File: config.mk
export PLATFORM = sky130hd
export DESIGN_NAME = mux_n_1_rr_arbiter
export DESIGN_NICKNAME = d
export VERILOG_FILES = /design/src/rtl/mux_n_1_rr_arbiter.sv
export SDC_FILE = /design/constraint.sdc
export NUM_CORES = 1
export LEC_CHECK = 0
export CORE_UTILIZATION = 50
export CTS_BUF_LIST = sky130_fd_sc_hd__clkbuf_8
export DETAILED_ROUTE_END_ITERATION = 6
export DONT_BUFFER_PORTS = 1
export SLEW_MARGIN = 10
export SYNTH_ARGS = -nofsm -noshare
export SYNTH_HDL_FRONTEND = slang
export SYNTH_HIERARCHICAL = 1
export SYNTH_SLANG_ARGS = --single-unit
File: constraint.sdc
create_clock -name clk -period 3.69 [get_ports clk]
set_clock_uncertainty 0.2 [all_clocks]
set_input_delay 0.738 -clock clk [delete_from_list [all_inputs] [get_ports clk]]
set_output_delay 0.738 -clock clk [all_outputs]
set_load 0.01 [all_outputs]
File: src/rtl/mux_n_1_rr_arbiter.sv
// Round-robin burst arbiter that shares one N:1 data mux among 2^LOG2_N streaming requesters.
// Optional macro MUX_ARB_BURST_LIMIT_EN caps each grant at MAX_BURST beats.

module mux_n_1 #(
    parameter int WIDTH  = 16,
    parameter int LOG2_N = 2
) (
    input  logic [(1<<LOG2_N)*WIDTH-1:0]          i_data,
    input  logic [((LOG2_N == 0) ? 1 : LOG2_N)-1:0] i_sel,
    output logic [WIDTH-1:0]                      o_data
);
    localparam int N  = 1 << LOG2_N;
    localparam int SW = (LOG2_N == 0) ? 1 : LOG2_N;

    always_comb begin
        o_data = '0;
        for (int i = 0; i < N; i++) begin
            if (i_sel == SW'(i)) begin
                o_data = i_data[i*WIDTH +: WIDTH];
            end
        end
    end
endmodule

module mux_n_1_rr_arbiter #(
    parameter int WIDTH     = 16,
    parameter int LOG2_N    = 2,
    parameter int MAX_BURST = 16
) (
    input  logic                                   clk,
    input  logic                                   resetn,
    input  logic [(1<<LOG2_N)-1:0]                 req_valid,
    input  logic [(1<<LOG2_N)-1:0]                 req_last,
    input  logic [(1<<LOG2_N)*WIDTH-1:0]           req_data,
    output logic [(1<<LOG2_N)-1:0]                 req_ready,
    output logic                                   out_valid,
    output logic                                   out_last,
    output logic [WIDTH-1:0]                       out_data,
    input  logic                                   out_ready,
    output logic [((LOG2_N == 0) ? 1 : LOG2_N)-1:0] sel,
    output logic                                   busy
);
    localparam int N  = 1 << LOG2_N;
    localparam int SW = (LOG2_N == 0) ? 1 : LOG2_N;

    typedef enum logic {
        IDLE = 1'b0,
        BUSY = 1'b1
    } state_t;

    state_t          r_state;
    logic [SW-1:0]   r_sel;
    logic [SW-1:0]   r_ptr;
    logic            r_busy;

    logic [SW-1:0]   w_pick;
    logic [SW-1:0]   w_selNext;
    logic            w_anyValid;
    logic            w_valid;
    logic            w_last;
    logic            w_capHit;
    logic            w_xfer;
    logic            w_endBurst;
    logic [WIDTH-1:0] w_data;

    mux_n_1 #(.WIDTH(WIDTH), .LOG2_N(LOG2_N)) u_dataMux (
        .i_data (req_data),
        .i_sel  (r_sel),
        .o_data (w_data)
    );

    mux_n_1 #(.WIDTH(1), .LOG2_N(LOG2_N)) u_validMux (
        .i_data (req_valid),
        .i_sel  (r_sel),
        .o_data (w_valid)
    );

    mux_n_1 #(.WIDTH(1), .LOG2_N(LOG2_N)) u_lastMux (
        .i_data (req_last),
        .i_sel  (r_sel),
        .o_data (w_last)
    );

    // Lowest valid index at or above ptr wins; otherwise wrap to the lowest valid index overall.
    always_comb begin
        w_pick = '0;
        for (int i = N - 1; i >= 0; i--) begin
            if (req_valid[i]) begin
                w_pick = SW'(i);
            end
        end
        for (int i = N - 1; i >= 0; i--) begin
            if (req_valid[i] && (SW'(i) >= r_ptr)) begin
                w_pick = SW'(i);
            end
        end
    end

    assign w_anyValid = |req_valid;
    assign w_selNext  = (LOG2_N == 0) ? '0 : r_sel + SW'(1);

`ifdef MUX_ARB_BURST_LIMIT_EN
    localparam int CW = $clog2(MAX_BURST + 1);

    logic [CW-1:0] r_beatCnt;

    // The beat that brings the count to MAX_BURST is presented as a last beat.
    assign w_capHit = (r_beatCnt == CW'(MAX_BURST - 1));

    always_ff @(posedge clk or negedge resetn) begin
        if (!resetn) begin
            r_beatCnt <= '0;
        end else if (r_state == IDLE) begin
            r_beatCnt <= '0;
        end else if (w_xfer) begin
            r_beatCnt <= r_beatCnt + CW'(1);
        end
    end
`else
    logic w_unusedMaxBurst;

    assign w_unusedMaxBurst = (MAX_BURST > 0);
    assign w_capHit         = 1'b0;
`endif

    assign out_valid  = (r_state == BUSY) && w_valid;
    assign out_last   = (r_state == BUSY) && (w_last || w_capHit);
    assign out_data   = w_data;
    assign w_xfer     = out_valid && out_ready;
    assign w_endBurst = w_xfer && out_last;
    assign sel        = r_sel;
    assign busy       = r_busy;

    always_comb begin
        req_ready = '0;
        if ((r_state == BUSY) && out_ready) begin
            for (int i = 0; i < N; i++) begin
                if (SW'(i) == r_sel) begin
                    req_ready[i] = 1'b1;
                end
            end
        end
    end

    always_ff @(posedge clk or negedge resetn) begin
        if (!resetn) begin
            r_state <= IDLE;
            r_sel   <= '0;
            r_ptr   <= '0;
            r_busy  <= 1'b0;
        end else begin
            case (r_state)
                IDLE: begin
                    if (w_anyValid) begin
                        r_sel   <= w_pick;
                        r_busy  <= 1'b1;
                        r_state <= BUSY;
                    end
                end
                BUSY: begin
                    if (w_endBurst) begin
                        r_ptr   <= w_selNext;
                        r_busy  <= 1'b0;
                        r_state <= IDLE;
                    end
                end
                default: begin
                    r_busy  <= 1'b0;
                    r_state <= IDLE;
                end
            endcase
        end
    end
endmodule

-- After elaboration in Yosys (flattened, before gate mapping)
Index checks and enable logic that the tools add are counted.
- flip-flop bits (word level): 6
- bits in latches: 0
- bits in writable memories: 0
- memory bits (read-only): 0
- input port bits: 75
- logic and storage cells: 63
- memories kept: 0
- add/sub/neg operators: 1
- multipliers: 0
- divide/modulo/power cells: 0
- $lt $le $gt $ge: 4
- eq/ne operators: 8
- shifts and indexed selects: 0
- multiplexer cells: 31
- bitwise logic cells: 1
- reduce and logical (&&, ||, !) cells: 14
- operators with widths (operator ; count):
    16-bit 2-to-1 mux ; 4
    1-bit 2-to-1 mux ; 16
    2-bit 2-to-1 mux ; 8
    1-bit logical AND ; 9
    2-bit AND reduction ; 3
    2-bit == test, first input constant ; 2
    2-bit == test, second input constant ; 2
    1-bit by 2-bit >= comparator with 1-bit output, first input constant ; 2
    2-bit >= comparator, first input constant ; 2
    4-bit 2-to-1 mux ; 1
    1-bit case mux with 2 select lines ; 2
    4-bit OR reduction ; 1
    2-bit by 1-bit adder with 2-bit output, second input constant ; 1
    1-bit by 2-bit == test with 1-bit output, first input constant ; 1
    2-bit by 1-bit == test with 1-bit output, second input constant ; 1
    2-bit logical NOT ; 1
    2-bit by 1-bit inequality test with 1-bit output, second input constant ; 1
    2-bit inequality test, second input constant ; 1
    1-bit inverter ; 1

-- Logic depth before layout (Yosys ltp)
- depth in word-level cells: 10
- mapped depth: 4

-- Cells and area by module
Netlist, hierarchy kept.
- by module, submodules not included (module ; times used ; cells each ; area each (um^2)):
    mux_n_1 at u_dataMux ; 1 ; 20 ; 424.2
    mux_n_1_rr_arbiter ; 1 ; 40 ; 400.4
    mux_n_1 at u_lastMux ... ; 2 ; 1 ; 22.5

-- Worst setup path after synthesis
Ideal clock, no wire load.
- kind: input-to-output
- start: input req_last[3]
- end: output out_last
- arrival: 1385 ps
- required time: 2752 ps
- slack: 1367 ps
- stages on the path: 2
- cells stage by stage: mux4_2 > and2_1
- longest elaborated chain between the ends: 2
- RTL lines (what ; line ; source):
    start, declared ; 33 ; input logic [(1<<LOG2_N)-1:0] req_last,
    1-bit 2-to-1 mux ; 18 ; if (i_sel == SW'(i)) begin
    1-bit logical AND ; 127 ; assign out_last = (r_state == BUSY) && (w_last || w_capHit);
    end, declared ; 37 ; output logic out_last,
No other way between the ends.

-- Worst setup path in the final report
- start: register r_sel[1] (netlist: sel[1])
- end: output out_last
- longest elaborated chain between the ends: 6
- RTL lines (what ; line ; source):
    start, declared ; 52 ; logic [SW-1:0] r_sel;
    start signal, assigned ; 155 ; r_sel <= w_pick;
    2-bit logical NOT ; 18 ;
    1-bit 2-to-1 mux (3 in a row) ; 18 ;
    1-bit 2-to-1 mux * ; 18 ;
    net w_last ; 60 ; logic w_last;
    1-bit logical AND * ; 127 ;
Mark *: on every way through the listed nets, which the timed path passes. The rest lies on a longest branch.

==> reports/qor.yml <==
timing.fmax_mhz: 370
gr-usage-met1: 0.208
use_met2: 0.412
worstPathRequired_ps: 2750
syn_avg_cell_area_sq_um: 14.0
place_inst: 75
synth.cell_area_sq_um: 870
synthCells: 62
synth_most_common_cell: "mux4_2"
async_flop_share: 1.00
crit_chain: "mux4_2 -> and2_1"
worst_pin_slew_ps: 859
rows: 14
p_int_mw: 0.398
drv_slew: 0
clk_latency_ps: 230
drive_gt1_frac: 0.397
grt_pass1_vias: 629
cts.htree.levels: 1
synth_top_area_frac: 0.311
violations: "design-rule violations"
crit_fanout: 22
synth-main-ff-cell: "dfrtp_1"
vias: 660
syn_to_final_growth_pct: 4.60
yosysTopAreaCell: "mux4_2"
end_kind: "output pin"
synth-seq-cells: 6
r2r_cells: 3
seqPwrFrac: 0.235
finalHoldViolations: 0
drt_drc_violations_left: 8
fp.dieH_microns: 43.7
gr-max-usage-layer: "met2"
max_cap_viol_count: 0
final_core_util: 0.583
n_antenna_cell: 0
gp_congestion: 0.696
setup_viol: 0
io_pins: 100
grt_antenna_before_repair: 0
overflow: 0
drtPass1Iterations: 7
yosysUniqueCellTypes: 26
p_per_area_mw_per_mm2: 780
synthTopCellsByCount: "mux4_2 (12), dfrtp_1 (6), mux4_1 (6)"
cts_sinks: 6
status: "finished with violations"
synth_seq_area_share: 0.173
initial_utilization: 0.558
vias_per_cell: 8.35
power.switching_mw: 0.311
ys_warn_count: 6
cts_max_path_buffers: 2
rsz0062_at_grt: "false"
routedWlPerCell_microns: 27.4
grt_max_degree: 23
synthTopCellsByArea: "mux4_2 (31%), mux4_1 (18%), dfrtp_1 (17%), ha_1 (5.8%), and3_2 (3.5%)"
clkPwrFrac: 0.144
cts_tree: "built"
dieArea_sq_mm: 0.00191
met3_usage: 0.0458
min_period_ps: 2700
crit_arrival_ps: 1760
drtIter0Drc: 26
final_cells: 79
worstReg2RegEnd: "r_ptr[1]"
root_buffer: "clkbuf_8"
swShare: 0.439
r2r_slack_ps: 1460
die_w_microns: 43.7
post_cts_buffers: 0
core-area_sq_mm: 0.00156
syn_nets: 141
dpl.hpwl_microns: 1770
slew_headroom: 0.427
fin_nets: 144
rr_startpoint: "sel[1]"
cellLeakagePower_nw: 0.359
postRouteWirelength_microns: 2170
cts_buffers: 3
finalSetupTns_ps: 0
antenna_left: 0
grt_usage: 0.216
whs_ps: 6.54
port_buffers: 0
grt_pass1_wl_microns: 2930
synth-edff-count: 0
worstHoldPathType: "in2async"
fillers: 114
critPathMaxStageDelay_ps: 890
worstSetupPathType: "reg2out"
fin_crit_sh: 0.731
critical_path.startpoint_type: "flop"
ir_drop_mv: 0.485
clk_pin_slew_ps: 40
combPwrFrac: 0.621
worst_path_max_delay_cell: "dfrtp_1"
[power by group through the flow]
stage | combinational, mW | clock (mW) | sequential (mW)
6_report | 0.440 | 0.103 | 0.167
5_1_grt | 0.471 | 0.108 | 0.171
4_1_cts | 0.444 | 0.104 | 0.165
3_5_place_dp | 0.441 | 0 | 0.165
3_3_place_gp | 0.433 | 0 | 0.160
2_1_floorplan | 0.435 | 0 | 0.137
[critical path: cells and delay by family (launching register included)]
family,cells,cell delay (ps)
flops,1,890
mux,1,430
simple gates,1,210
[timing repair]
action                                 CTS  global route
hold buffers                             1             0
endpoints found under the hold margin    3             0
gates resized for setup                  0             0
[how the worst max path moves through the flow]
stage,start,end,slack [ps],cells past startpoint
after floorplan,req_last[3],out_last,1370,2
after global placement,sel[1],out_valid,1300,2
after detailed placement,sel[1],out_last,1240,2
after CTS,sel[1],out_valid,990,2
after global routing,sel[1],req_ready[1],910,3
final,sel[1],out_last,990,2
[registers in the layout (all words and copies together), names as in the netlist]
signal / flops
busy: 1
r_ptr: 2
r_state: 1
sel: 2
[metal layers]
metal | part of all wire | vias to the layer above
met1 | 0.29 | 325
met5 | 0 | -
met3 | 0.092 | 11
met4 | 0.032 | 0
li1 | - | 268
met2 | 0.59 | 56
[area by class of cell]
class,count,area (sq um),area share
Inverter,4,15.0,0.0165
Multi-Input combinational cell,47,658,0.724
Clock buffer,3,41.3,0.0454
Tap cell,16,20.0,0.0220
Sequential cell,6,150,0.165
Timing Repair Buffer,3,25.0,0.0275
[stage by stage]
stage	setup slack [ps]	instance area, sq um	total power, mW
after floorplan	1370	870	0.572
after CTS	994	910	0.712
after detailed placement	1240	858	0.606
after global routing	915	910	0.750
after global placement	1300	858	0.592
final	991	910	0.710
[cell families after synthesis]
family,after synthesis,synth area share
multiplexers,19,0.505
AND/OR/NAND/NOR,13,0.0921
AO/OA/AOI/OAI,11,0.102
buffers and inverters,9,0.0705
flip-flops,6,0.173
adder cells (fa/ha/maj),4,0.0576
[layout by cell type (no fill, tap or decap), types with 2 or more instances in the layout]
cell type / count
and3_2: 4
nand2_1: 2
inv_1: 4
dfrtp_1: 6
buf_4: 2
mux4_1: 6
ha_1: 4
mux4_2: 12
a21oi_1: 3
a21o_2: 2
clkbuf_8: 3
and2_1: 2
(Power assumes the default switching activity.)
